## src/rtl/blink_pattern_gen.sv

```systemverilog
// Blink pattern generator: prescaled tick counter plus an FSM that plays a latched pattern on `on`.
// Latency: start -> on valid 1 cycle; all outputs registered. Optional looping pass via PATTERN_REPEAT_EN.
// Backpressure: none; start is sampled only in IDLE, stop only in PLAY, pattern is shadowed while busy.
module blink_pattern_gen #(
    parameter int TICK_DIV    = 10_000,
    parameter int SLOT_TICKS  = 1_000,
    parameter int PATTERN_LEN = 16
) (
    input  logic                   clk,
    input  logic                   reset,
    input  logic                   start,
    input  logic                   stop,
    input  logic [PATTERN_LEN-1:0] pattern,
    output logic [31:0]            counter,
    output logic                   on,
    output logic                   busy,
    output logic                   done
);
    localparam int PW = $clog2(TICK_DIV);
    localparam int SW = (SLOT_TICKS > 1) ? $clog2(SLOT_TICKS) : 1;
    localparam int IW = $clog2(PATTERN_LEN);

    typedef enum logic [1:0] {IDLE, PLAY, FINISH} state_t;

    state_t                 state;
    logic [PW-1:0]          pre_cnt;
    logic [SW-1:0]          slot_cnt;
    logic [IW-1:0]          idx;
    logic [IW-1:0]          idx_nxt;
    logic [PATTERN_LEN-1:0] shadow;
    logic                   tick;
    logic                   last_slot;
    logic                   last_idx;

    assign tick      = (pre_cnt == PW'(TICK_DIV - 1));
    assign last_slot = (slot_cnt == SW'(SLOT_TICKS - 1));
    assign last_idx  = (idx == IW'(PATTERN_LEN - 1));
    assign idx_nxt   = idx + IW'(1);

    always_ff @(posedge clk) begin
        if (reset) begin
            state    <= IDLE;
            pre_cnt  <= '0;
            slot_cnt <= '0;
            idx      <= '0;
            shadow   <= '0;
            counter  <= '0;
            on       <= 1'b0;
            busy     <= 1'b0;
            done     <= 1'b0;
        end else begin
            if (tick) begin
                counter <= counter + 32'd1;
            end
            pre_cnt <= tick ? '0 : pre_cnt + PW'(1);

            case (state)
                IDLE: begin
                    if (start) begin
                        shadow   <= pattern;
                        idx      <= '0;
                        slot_cnt <= '0;
                        // Restarting the prescaler makes the first slot full length.
                        pre_cnt  <= '0;
                        on       <= pattern[0];
                        busy     <= 1'b1;
                        state    <= PLAY;
                    end
                end
                PLAY: begin
                    done <= 1'b0;
                    if (stop) begin
                        on    <= 1'b0;
                        busy  <= 1'b0;
                        state <= IDLE;
                    end else if (tick) begin
                        if (last_slot) begin
                            slot_cnt <= '0;
                            if (last_idx) begin
                                done <= 1'b1;
`ifdef PATTERN_REPEAT_EN
                                shadow <= pattern;
                                idx    <= '0;
                                on     <= pattern[0];
`else
                                on     <= 1'b0;
                                state  <= FINISH;
`endif
                            end else begin
                                idx <= idx_nxt;
                                on  <= shadow[idx_nxt];
                            end
                        end else begin
                            slot_cnt <= slot_cnt + SW'(1);
                        end
                    end
                end
                FINISH: begin
                    done  <= 1'b0;
                    busy  <= 1'b0;
                    on    <= 1'b0;
                    state <= IDLE;
                end
                default: state <= IDLE;
            endcase
        end
    end
endmodule

```

## config.mk

```make
export PLATFORM = sky130hd
export DESIGN_NAME = blink_pattern_gen
export DESIGN_NICKNAME = d
export VERILOG_FILES = /design/src/rtl/blink_pattern_gen.sv
export SDC_FILE = /design/constraint.sdc
export NUM_CORES = 1
export LEC_CHECK = 0
export ABC_AREA = 1
export ABC_CLOCK_PERIOD_IN_PS = 1550
export CAP_MARGIN = 20
export CELL_PAD_IN_SITES_DETAIL_PLACEMENT = 1
export CELL_PAD_IN_SITES_GLOBAL_PLACEMENT = 1
export CORE_MARGIN = 1
export CORE_UTILIZATION = 40
export CTS_CLUSTER_SIZE = 24
export DETAILED_ROUTE_END_ITERATION = 10
export DONT_BUFFER_PORTS = 1
export GPL_ROUTABILITY_DRIVEN = 0
export PLACE_DENSITY = 0.77
export SLEW_MARGIN = 0
export SYNTH_ARGS = -nofsm -noshare
export SYNTH_HDL_FRONTEND = slang
export SYNTH_SLANG_ARGS = --single-unit
```

## constraint.sdc

```tcl
create_clock -name clk -period 1.55 [get_ports clk]
set_clock_uncertainty 0.05 [all_clocks]
set_input_delay 0.155 -clock clk [delete_from_list [all_inputs] [get_ports clk]]
set_output_delay 0.155 -clock clk [all_outputs]
set_load 0.05 [all_outputs]
```

==> qor.csv <==
stage,metric,value,unit
synth,syn_area,4800,sq um
critical_path,critPathKind,register to register,
floorplan,num_io_pins,55,
floorplan,die_h,112,microns
place,io_buffers,0,
detailed_routing,drtIter0Drc,402,
detailed_routing,routed_via_density,5.68,
detailed_routing,vias,5636,
synth,synth-seq-area-share,33.8,%
clocking,cts_sinks,81,
outcome,violations,setup timing,
clocking,cts_tree,done,
detailed_routing,drc,0,
place,hpwl,11700,microns
floorplan,coreArea,11600,sq um
clocking,h-tree-depth,3,
critical_path,crit_path_start_kind,register,
finish,diodes,0,
finish,finalNetCount,873,
timing,drv_slew,0,
min_path,holdPathStages,2,
synth,synth_nets,776,
global_route,gr-total-overflow,0,
global_route,antenna_found_initial,0,
critical_path,cp.required,1760,ps
finish,nFillCells,1468,
timing,post-route-period-util,112,%
synth,yosys_register_bits,81,
finish,syn_to_final_growth,37.3,%
timing,worst_pin_slew,378,ps
floorplan,fp.dieW,112,microns
detailed_routing,post_drt_wl_per_cell,21.0,microns
timing,layout_setup_ws,-187,ps
synth,synth_warnings,0,
critical_path,crit_arrival,1950,ps
global_route,grt_max_degree,35,
floorplan,die_area,12400,sq um
timing,hold_violations,0,
synth,ys_types,37,
timing,setup_tns,-1240,ps
clocking,clkTransAtPathRegs,70,ps
timing,fmax,576,MHz
synth,syn_inst,748,
critical_path,cp_max_fo,3,
timing,hold_slack,12.9,ps
timing,maxSlewHeadroom,74.8,%
synth,syn_area_per_cell,6.41,sq um
outcome,status,finished with violations,
min_path,hp-class,input pin to register,
critical_path,end_kind,register,
detailed_routing,ant_nets,0,
floorplan,row_count,39,
clocking,worst_skew_pair.late_latency,360,ps
power,p_per_area,883,nW/um^2
finish,drive_gt1_share,32.1,%
floorplan,initial_utilization,41.5,%
global_route,grt_use_total,27.9,%
place,post_dp_cell_area,5460,sq um
clocking,cts.root.buffer_cell,clkbuf_16,
critical_path,rrSetupSlack,-190,ps
clocking,cts_buffers,9,
finish,finalInstanceArea,6590,sq um
detailed_routing,drt_pass1_iterations,5,
detailed_routing,drt_wl_total,20800,microns
timing,fin_crit,1740,ps
timing,setup_viol,33,
global_route,grt_pass1_wl,27400,microns
global_route,grt_pass1_vias,5409,
power,power,5.82,mW
run,drv_cap,0,
power,irDropWorstVdd,0.655,mV
clocking,cts_buffer_depth,2,
critical_path,ff2ff_path_depth,7,
timing,rsz0062_at_grt,true,
power,power_leakage,2.60,nW
==> state kept, by name, indices dropped and copies added, names as in the netlist <==
signal / flops
busy: 1
counter: 32
done: 1
idx: 4
on: 1
pre_cnt: 14
shadow: 16
slot_cnt: 10
state: 2
==> where the power goes <==
group	switching [mW]	internal, mW
Clock	0.986	1.14
Sequential	0.0954	2.19
Combinational	0.870	0.536
Total	1.95	3.87
==> per-stage QoR <==
stage                     setup slack (ps)  std cells  util (%)
after detailed placement              -167        942      47.2
after global placement                15.7        942      47.2
final                                 -187        993      56.9
after CTS                            0.279        980      52.4
after global routing                  -191        993      56.9
after floorplan                      -20.7        748         -
==> worst max-delay path, stage by stage, from the launching register on <==
cell,delay (ps)
dfxtp_2,370
nand2_1,150
nor2_2,200
nand2_1,140
nor2_4,170
xor2_1,250
nand2_1,110
a21oi_1,200
==> layout make-up <==
type | count | area (sq um) | area share, %
inverters | 83 | 340 | 5.17
repair buffers | 108 | 933 | 14.2
flip-flops and latches | 81 | 1670 | 25.4
well taps | 143 | 179 | 2.72
clock inverters | 5 | 40.0 | 0.608
multi-input cells | 562 | 3180 | 48.3
clock buffers | 11 | 243 | 3.69
==> placed cells by master, fill, tap and decap left out, types with 3 or more instances in the layout <==
cell           Yosys  layout
nand3_1           33      29
dfxtp_2            0      28
dfxtp_4            0       4
xnor2_1            3       3
dfxtp_1           81      49
nor3_2             1       4
clkbuf_16          0       9
o21ai_1            2       7
inv_4              1       5
buf_6              2       6
nor2_2             8      26
nand3_2            7       6
inv_1             77      64
o21ai_0           29      21
nand2_4            5       6
buf_4              5      80
inv_2              5      12
nor2_4             5      17
dlygate4sd3_1      0      17
nand3_4            1       6
buf_12             0       4
clkinv_4           0       3
o21ai_2            1       4
nand4_1            9       9
xor2_1            12      10
nand2_2            5      26
nand3b_1          16      16
a21oi_1           60      52
ha_4               0       5
o21bai_1           4       4
nor3_1             8       4
nand2_1          237     213
a21oi_2            0       8
nor2_1            99      69
==> cells in the mapped netlist (all sizes together) <==
cell,number,area (sq um)
a21oi,60,300
a31oi,2,12.5
and2,1,6.26
and3,1,6.26
buf,13,90.1
clkbuf,9,33.8
dfxtp,81,1620
ha,8,100
inv,83,314
nand2,247,977
nand3,41,253
nand3b,16,120
nand4,9,56.3
nor2,112,478
nor3,9,50.1
nor3b,1,7.51
o211a,1,10.0
o21a,1,7.51
o21ai,33,180
o21bai,5,41.3
xnor2,3,26.3
xor2,12,105
==> layer usage <==
metal  vias up  share of wire, %  track usage, %  wire length, microns
li1       2558                 -               -                     -
met1      2758                38            34.7                  7940
met2       253                51            47.8                 10500
met3        67               7.8            6.15                  1620
met4         0               3.5            9.01                   732
met5         -                 0               0                     0
==> worst paths after layout <==
path | startpoint | to
setup / recovery | counter[6]$_SDFFE_PP0N_ | counter[9]$_SDFFE_PP0N_
hold / removal | pattern[1] | shadow[1]$_SDFFE_PP0P_
setup reg to reg | counter[6]$_SDFFE_PP0N_ | counter[9]$_SDFFE_PP0N_
hold reg to reg | shadow[8]$_SDFFE_PP0P_ | shadow[8]$_SDFFE_PP0P_
==> cells by family (layout without fill, tap and decap cells) <==
logic type / Yosys count / after routing / share of synthesized area [%]
XOR/XNOR: 15 / 15 / 2.74
AO/OA/AOI/OAI: 102 / 102 / 11.5
adder cells (fa/ha/maj): 8 / 8 / 2.09
flip-flops: 81 / 81 / 33.8
buffers and inverters: 105 / 207 / 9.13
AND/OR/NAND/NOR: 437 / 437 / 40.7
==> what timing repair did <==
item	in CTS	in global routing
resized for setup	29	129
hold buffers	18	0
pin swaps	8	29
setup buffers	4	13
hold endpoints to repair	49	0
setup endpoints to repair	43	61
Note: power is estimated with default switching activity, not from simulation.
